===== config.mk =====
export PLATFORM = sky130hd
export DESIGN_NAME = load_store_unit
export DESIGN_NICKNAME = d
export VERILOG_FILES = /design/src/rtl/lsu_pkg.sv /design/src/rtl/lsu_extend.sv /design/src/rtl/load_store_unit.sv
export SDC_FILE = /design/constraint.sdc
export NUM_CORES = 1
export LEC_CHECK = 0
export ABC_CLOCK_PERIOD_IN_PS = 4000
export CORE_MARGIN = 2
export CORE_UTILIZATION = 55
export CTS_CLUSTER_DIAMETER = 150
export DETAILED_ROUTE_END_ITERATION = 7
export HOLD_SLACK_MARGIN = 0.12
export PLACE_DENSITY = 0.92
export REMOVE_ABC_BUFFERS = 1
export SETUP_SLACK_MARGIN = 0.3
export SYNTH_ARGS = -nofsm -noshare
export SYNTH_HDL_FRONTEND = slang
export SYNTH_SLANG_ARGS = --single-unit

===== constraint.sdc =====
create_clock -name clk -period 4 [get_ports clk]
set_input_delay 1 -clock clk [delete_from_list [all_inputs] [get_ports clk]]
set_output_delay 1 -clock clk [all_outputs]
set_load 0.05 [all_outputs]

===== src/rtl/lsu_pkg.sv =====
// Shared types and helpers for the byte-serial big-endian load/store unit.
package lsu_pkg;

    typedef enum logic [1:0] {
        SZ_BYTE = 2'b00,
        SZ_HALF = 2'b01,
        SZ_WORD = 2'b10
    } lsu_size_t;

    typedef enum logic [1:0] {
        IDLE,
        XFER,
        DONE
    } lsu_state_t;

    // Encoding 11 folds onto word.
    function automatic lsu_size_t decode_size(input logic [1:0] s);
        lsu_size_t r;
        if (s == 2'b00) r = SZ_BYTE;
        else if (s == 2'b01) r = SZ_HALF;
        else r = SZ_WORD;
        return r;
    endfunction

    function automatic logic [2:0] size_bytes(input lsu_size_t s);
        logic [2:0] r;
        unique case (s)
            SZ_BYTE: r = 3'd1;
            SZ_HALF: r = 3'd2;
            default: r = 3'd4;
        endcase
        return r;
    endfunction

endpackage


===== src/rtl/lsu_extend.sv =====
// Sign/zero extension of the right-justified assembled load value.
module lsu_extend
    import lsu_pkg::*;
(
    input  logic [31:0] value,
    input  lsu_size_t   size,
    input  logic        sign_ext,
    output logic [31:0] result
);

    always_comb begin
        result = value;
        unique case (size)
            SZ_BYTE: result = {{24{sign_ext & value[7]}}, value[7:0]};
            SZ_HALF: result = {{16{sign_ext & value[15]}}, value[15:0]};
            default: result = value;
        endcase
    end

endmodule


===== src/rtl/load_store_unit.sv =====
// Byte-serial big-endian load/store controller between core and byte memory.
// Optional LSU_ALIGN_CHECK_EN rejects misaligned half/word requests with err.
module load_store_unit
    import lsu_pkg::*;
#(
    parameter int ADDR_W = 6
) (
    input  logic              clk,
    input  logic              rst_n,
    input  logic              req,
    input  logic              we,
    input  logic [1:0]        size,
    input  logic              sign_ext,
    input  logic [ADDR_W-1:0] addr,
    input  logic [31:0]       wdata,
    output logic              ready,
    output logic              done,
    output logic              err,
    output logic [31:0]       rdata,
    output logic [ADDR_W-1:0] mem_addr,
    output logic [7:0]        mem_wdata,
    input  logic [7:0]        mem_rdata,
    output logic              mem_read,
    output logic              mem_write
);

    lsu_state_t  state;
    lsu_state_t  state_nxt;
    lsu_size_t   sz_in;
    lsu_size_t   size_q;
    logic        we_q;
    logic        sext_q;
    logic [1:0]  left;
    logic [23:0] sh;
    logic [23:0] asm_q;
    logic [31:0] asm_nxt;
    logic [31:0] wjust;
    logic [31:0] ext;
    logic [2:0]  n_req;
    logic        misaligned;
    logic        accept;
    logic        last;

    assign sz_in   = decode_size(size);
    assign n_req   = size_bytes(sz_in);
    assign ready   = (state == IDLE);
    assign accept  = ready & req & ~misaligned;
    assign last    = (state == XFER) && (left == 2'd0);
    assign asm_nxt = {asm_q, mem_rdata};

`ifdef LSU_ALIGN_CHECK_EN
    logic reject;
    assign misaligned = ((sz_in == SZ_HALF) && addr[0]) ||
                        ((sz_in == SZ_WORD) && (addr[1:0] != 2'b00));
    assign reject = ready & req & misaligned;

    always_ff @(posedge clk or negedge rst_n) begin
        if (!rst_n) err <= 1'b0;
        else err <= reject;
    end
`else
    assign misaligned = 1'b0;
    assign err = 1'b0;
`endif

    // Left-justify the operand so byte 0 is always the top byte.
    always_comb begin
        wjust = wdata;
        unique case (sz_in)
            SZ_BYTE: wjust = {wdata[7:0], 24'h0};
            SZ_HALF: wjust = {wdata[15:0], 16'h0};
            default: wjust = wdata;
        endcase
    end

    lsu_extend u_extend (
        .value    (asm_nxt),
        .size     (size_q),
        .sign_ext (sext_q),
        .result   (ext)
    );

    always_ff @(posedge clk or negedge rst_n) begin
        if (!rst_n) state <= IDLE;
        else state <= state_nxt;
    end

    always_comb begin
        state_nxt = state;
        unique case (state)
            IDLE:    if (accept) state_nxt = XFER;
            XFER:    if (left == 2'd0) state_nxt = DONE;
            DONE:    state_nxt = IDLE;
            default: state_nxt = IDLE;
        endcase
    end

    always_ff @(posedge clk or negedge rst_n) begin
        if (!rst_n) begin
            we_q      <= 1'b0;
            sext_q    <= 1'b0;
            size_q    <= SZ_BYTE;
            left      <= 2'd0;
            sh        <= 24'h0;
            asm_q     <= 24'h0;
            rdata     <= 32'h0;
            mem_addr  <= '0;
            mem_wdata <= 8'h0;
            mem_read  <= 1'b0;
            mem_write <= 1'b0;
            done      <= 1'b0;
        end else begin
            mem_read  <= 1'b0;
            mem_write <= 1'b0;
            done      <= last;
            if (accept) begin
                we_q      <= we;
                sext_q    <= sign_ext;
                size_q    <= sz_in;
                left      <= n_req[1:0] - 2'd1;
                mem_addr  <= addr;
                mem_wdata <= wjust[31:24];
                sh        <= wjust[23:0];
                asm_q     <= 24'h0;
                mem_read  <= ~we;
                mem_write <= we;
            end else if (state == XFER) begin
                left     <= left - 2'd1;
                mem_addr <= mem_addr + ADDR_W'(1);
                if (!we_q) asm_q <= asm_nxt[23:0];
                if (!last) begin
                    mem_wdata <= sh[23:16];
                    sh        <= {sh[15:0], 8'h0};
                    mem_read  <= ~we_q;
                    mem_write <= we_q;
                end else if (!we_q) begin
                    rdata <= ext;
                end
            end
        end
    end

endmodule


Yosys cells after proc, flatten, opt, wreduce, memory -nomap -nowiden
Index checks and enable logic that the tools add are counted.
{"block": "totals", "reg_bits": 105, "in_bits": 53, "output_inout_bits": 51, "wordCells": 68}
{"block": "classes", "add_sub_neg": 3, "eq_ne": 8, "n_mux": 27, "bitwise_logic": 6, "reduce_logical": 11}
{"op": "24-bit 2-to-1 mux", "n": 6}
{"op": "32-bit case mux with 2 select lines", "n": 2}
{"op": "8-bit 2-to-1 mux", "n": 3}
{"op": "2-bit 2-to-1 mux", "n": 6}
{"op": "6-bit 2-to-1 mux", "n": 2}
{"op": "2-bit logical NOT", "n": 5}
{"op": "2-bit by 1-bit == test with 1-bit output, second input constant", "n": 4}
{"op": "2-bit case mux with 2 select lines", "n": 2}
{"op": "6-bit by 1-bit adder with 6-bit output, second input constant", "n": 1}
{"op": "1-bit 2-to-1 mux", "n": 6}
{"op": "2-bit by 1-bit != test with 1-bit output, second input constant", "n": 3}
{"op": "2-bit AND reduction", "n": 3}
{"op": "4-bit AND reduction", "n": 1}
{"op": "2-bit by 1-bit subtractor with 2-bit output, second input constant", "n": 2}
{"op": "1-bit bitwise AND", "n": 3}
{"op": "1-bit NOT", "n": 3}
{"op": "2-bit != test, second input constant", "n": 1}
{"op": "2-bit nonzero test", "n": 1}
{"op": "1-bit logical AND", "n": 1}

Depth between registers and ports, before layout
{"block": "depth", "word_depth": 7, "mapped_depth": 7, "depth_no_buf": 4}

Modules after synthesis
From an unflattened synthesis, not the netlist that was laid out.
{"block": "hier_totals", "cells_unflattened": 442, "hier_area_um2": 4927.2}
{"mod": "load_store_unit", "n_inst": 1, "cells_per_inst": 376, "area_each_um2": 4541.9, "seq_area_each_um2": 2627.5}
{"mod": "lsu_extend", "n_inst": 1, "cells_per_inst": 66, "area_each_um2": 385.4, "seq_area_each_um2": 0.0}

Worst setup path after synthesis
Ideal clock, no wire load.
{"block": "synth_path", "path_type": "flip-flop to output port", "start": "register state[1]", "end": "output ready", "t_arrival_ns": 1.439, "required_ns": 3.000, "setup_slack_ns": 1.561, "path_stages_with_launch": 4, "path_buffers": 2, "cell_sequence": "dfrtp_1 buf_2 buf_1 nor2_1"}
{"block": "synth_between", "elab_chain_cells": 1}
{"element": "from (decl)", "line": "load_store_unit.sv:27", "text": "lsu_state_t state;"}
{"element": "from (signal assigned)", "line": "load_store_unit.sv:85", "text": "else state <= state_nxt;"}
{"element": "2-bit logical NOT", "line": "load_store_unit.sv:46", "text": "assign ready = (state == IDLE);"}
{"element": "to (decl)", "line": "load_store_unit.sv:16", "text": "output logic ready,"}
Every way passes these cells.

Worst setup path after layout
Same ends and word-level chain as after synthesis.

==> impl_metrics.csv <==
group,metric,value,unit
run_status,status,"completed",
clocking,clk_pin_slew,0.12,ns
yosys,syn_area,4820,µm²
sta,setup_tns,0,ns
clocking,clockBufferDepth,2,
floorplanning,core_area,8590,µm²
yosys,ys_types,44,
finish,diodes,0,
grt,grt-ovfl-total,0,
grt,grt_pass1_vias,4095,
pwr,internal-power,2.92,mW
finish,nFillCells,621,
critical_path,endpoint_kind,"output port",
job,max_cap_viol_count,0,
placed_design,pre_cts_slack,1.20,ns
finish,multi_input_area,1950,µm²
clocking,cts.sinks,105,
grt,grt.busiest_layer,"met2",
yosys,yosys-top-cells-area,"dfrtp_1 55%, a21oi_1 8.7%, a31oi_1 5.6%",
grt,grt_first_pass_wirelength,20300,µm
sta,worstMarginPinSlew,1.06,ns
sta,final-hold-violation-count,0,
critical_path,cp-start-kind,"flop",
pwr,clock_power_share,0.114,
critical_path,regToRegEndpoint,"rdata[7]",
pwr,seq_power_share,0.343,
yosys,yosysMostFrequentCell,"dfrtp_1",
placed_design,hpwlAfterDp,8100,µm
yosys,synth_edf_count,0,
yosys,syn-mean-instance-area,10.1,µm²
floorplanning,die_h,97.6,µm
worst_hold_path,hold_depth,1,
floorplanning,initial_core_util,0.561,
floorplanning,ios,104,
sta,relSlewSlack,0.293,
sta,report.final.slew_viol_count,0,
floorplanning,fp.dieW,97.6,µm
sta,worst_slack,0.904,ns
critical_path,crit_type,"reg2out",
grt,grt_max_degree,86,
detailed_routing,viasPerCell,6.30,
yosys,ys_ff_latch,105,
finish,area_growth,25.3,%
detailed_routing,drtAntennaViolNets,0,
sta,setup_viol,0,
placed_design,globalplace.congestion,0.838,
pwr,p_sw_frac,0.497,
yosys,synth_top_area_frac,0.545,
sta,rsz0062_at_grt,"false",
yosys,yosysWarnings,0,
pwr,p_leak,2.48,nW
detailed_routing,wire_per_inst,18.4,µm
floorplanning,die_area,9530,µm²
yosys,yosysTopAreaCell,"dfrtp_1",
floorplanning,rows,34,
detailed_routing,drc,0,
detailed_routing,routed_wl,12300,µm
critical_path,reg2reg_depth,5,
worst_hold_path,hold_path.class,"reg2reg",
critical_path,worstPathRequired,3.00,ns
pwr,cellPowerDensity,962,nW/µm²
clocking,ctsResizeCount,0,
yosys,ys.flop_type,"dfrtp_1",
clocking,cts_tree,"built",
clocking,post_cts_buffers,0,
grt,gr-usage-met2,0.418,
yosys,synthTopCellsByCount,"105 x dfrtp_1, 84 x a21oi_1, 66 x nand2_1",
pwr,finalPower,5.81,mW
clocking,root_buffer,"clkbuf_8",
pwr,p_switching,2.88,mW
detailed_routing,drt_iter0_markers,331,
grt,grt_usage,0.260,
clocking,h-tree-depth,3,
grt,met1_usage,0.366,
yosys,synth_cells,478,
clocking,numCtsBuffers,9,
worst_hold_path,holdPathEnd,"rdata[4]",
clocking,clk_latency,0.38,ns
finish,seq_area,2630,µm²
sta,min_period,3.10,ns
critical_path,arrival,2.10,ns
grt,met3_usage,0.0367,
finish,nNetsFinal,611,
detailed_routing,firstDrtPassIters,4,
sta,max_clock_freq,323,MHz
critical_path,r2r_start,"state[1]",
critical_path,r2r_setup_slack,1.31,ns
detailed_routing,num_vias,4222,
pwr,peakVddDrop,0.455,mV
yosys,yosysSeqAreaShare,0.545,
finish,drive_gt1_frac,0.0872,
pwr,p_comb_frac,0.542,
placed_design,io_buffers,102,
worst_hold_path,min-delay-start,"rdata[4]",
yosys,synthArstFlopShare,1.00,
critical_path,path_max_fanout,22,
clocking,cts.hold.buffers_added,0,
sta,finalCritPeriodShare,0.774,
grt,antenna_found_initial,0,
sta,fin_skew,0.0209,ns
cells by family (layout without fill, tap and decap cells):
kind of cell               count (synthesis)  in the layout  share of synthesized area
buffers and inverters                     50            134                     0.0506
adders and majority gates                  1              1                    0.00260
and+or+nand+nor                          126            126                      0.139
muxes                                     18             18                     0.0418
DFF                                      105            105                      0.545
other                                      1              1                   0.000778
AOI/OAI and AO/OA                        175            175                      0.216
xor gates and xnor gates                   2              2                    0.00364
critical path, cell delays in order, from the launching register on:
cell and delay (ns):
dfrtp_1 0.89, nor2_1 0.10, clkdlybuf4s50_1 0.73
per-stage QoR:
step | instance area (µm²) | utilization | instances | hold WS, ns
3_3_place_gp | 5830 | 0.679 | 654 | 0.468
3_5_place_dp | 5830 | 0.679 | 654 | 0.482
5_1_grt | 6040 | 0.703 | 670 | 0.531
4_1_cts | 6040 | 0.703 | 670 | 0.511
2_1_floorplan | 4600 | - | 434 | 0.459
6_report | 6040 | 0.703 | 670 | 0.506
per-layer routing:
metal / vias up / wire length (µm)
met1: 2058 / 4970
met3: 22 / 1060
li1: 1884 / -
met4: 0 / 245
met5: - / 0
met2: 258 / 6030
area by class of cell:
type	count	area share
Clock buffer	9	0.0205
Clock inverter	7	0.0135
Inverter	6	0.00373
Multi-Input combinational cell	323	0.324
Sequential cell	105	0.435
Tap cell	108	0.0224
Timing Repair Buffer	112	0.181
cells in the final DEF (no fill, tap or decap), types with 2 or more instances in the layout:
master | Yosys | layout
a21o_1 | 2 | 2
a21oi_1 | 84 | 84
a22o_1 | 21 | 21
a31oi_1 | 43 | 43
buf_4 | 2 | 11
clkbuf_8 | 0 | 9
clkdlybuf4s50_1 | 0 | 101
clkinv_8 | 0 | 2
dfrtp_1 | 105 | 105
inv_1 | 5 | 5
inv_6 | 0 | 2
inv_8 | 0 | 2
mux2_1 | 4 | 4
mux2_2 | 13 | 13
nand2_1 | 66 | 66
nand2b_1 | 10 | 10
nand3_1 | 9 | 9
nand3b_1 | 4 | 4
nand4b_1 | 9 | 9
nor2_1 | 9 | 9
o211ai_1 | 8 | 8
o21ai_0 | 14 | 14
or3_1 | 3 | 3
or3b_2 | 2 | 2
xor2_1 | 2 | 2
flip-flops by register name (all words and copies together), names as in the netlist:
name and count:
left 2, we_q 1, state 2, sext_q 1, mem_addr 6, asm_q 24, mem_wdata 8, rdata 32
sh 24, size_q 2, mem_write 1, mem_read 1, done 1
worst max-delay path by stage:
stage / slack [ns] / startpoint / cells past startpoint / end
after global placement: 1.24 / size[0] / 4 / mem_wdata[7]
final: 0.90 / state[1] / 2 / ready
after detailed placement: 1.20 / size[0] / 4 / mem_wdata[4]
after CTS: 0.91 / state[1] / 2 / ready
after global routing: 0.79 / state[1] / 2 / ready
after floorplan: 0.92 / req / 3 / asm_q[0]
power groups by stage:
stage          logic [mW]  clock network [mW]  registers, mW
2_1_floorplan        1.24                   0           2.76
3_3_place_gp         3.04                   0           1.96
3_5_place_dp         3.12                   0           1.99
4_1_cts              3.14               0.671           1.98
5_1_grt              3.35               0.712           2.06
6_report             3.15               0.664           1.99
Note: power is estimated with default switching activity, not from simulation.
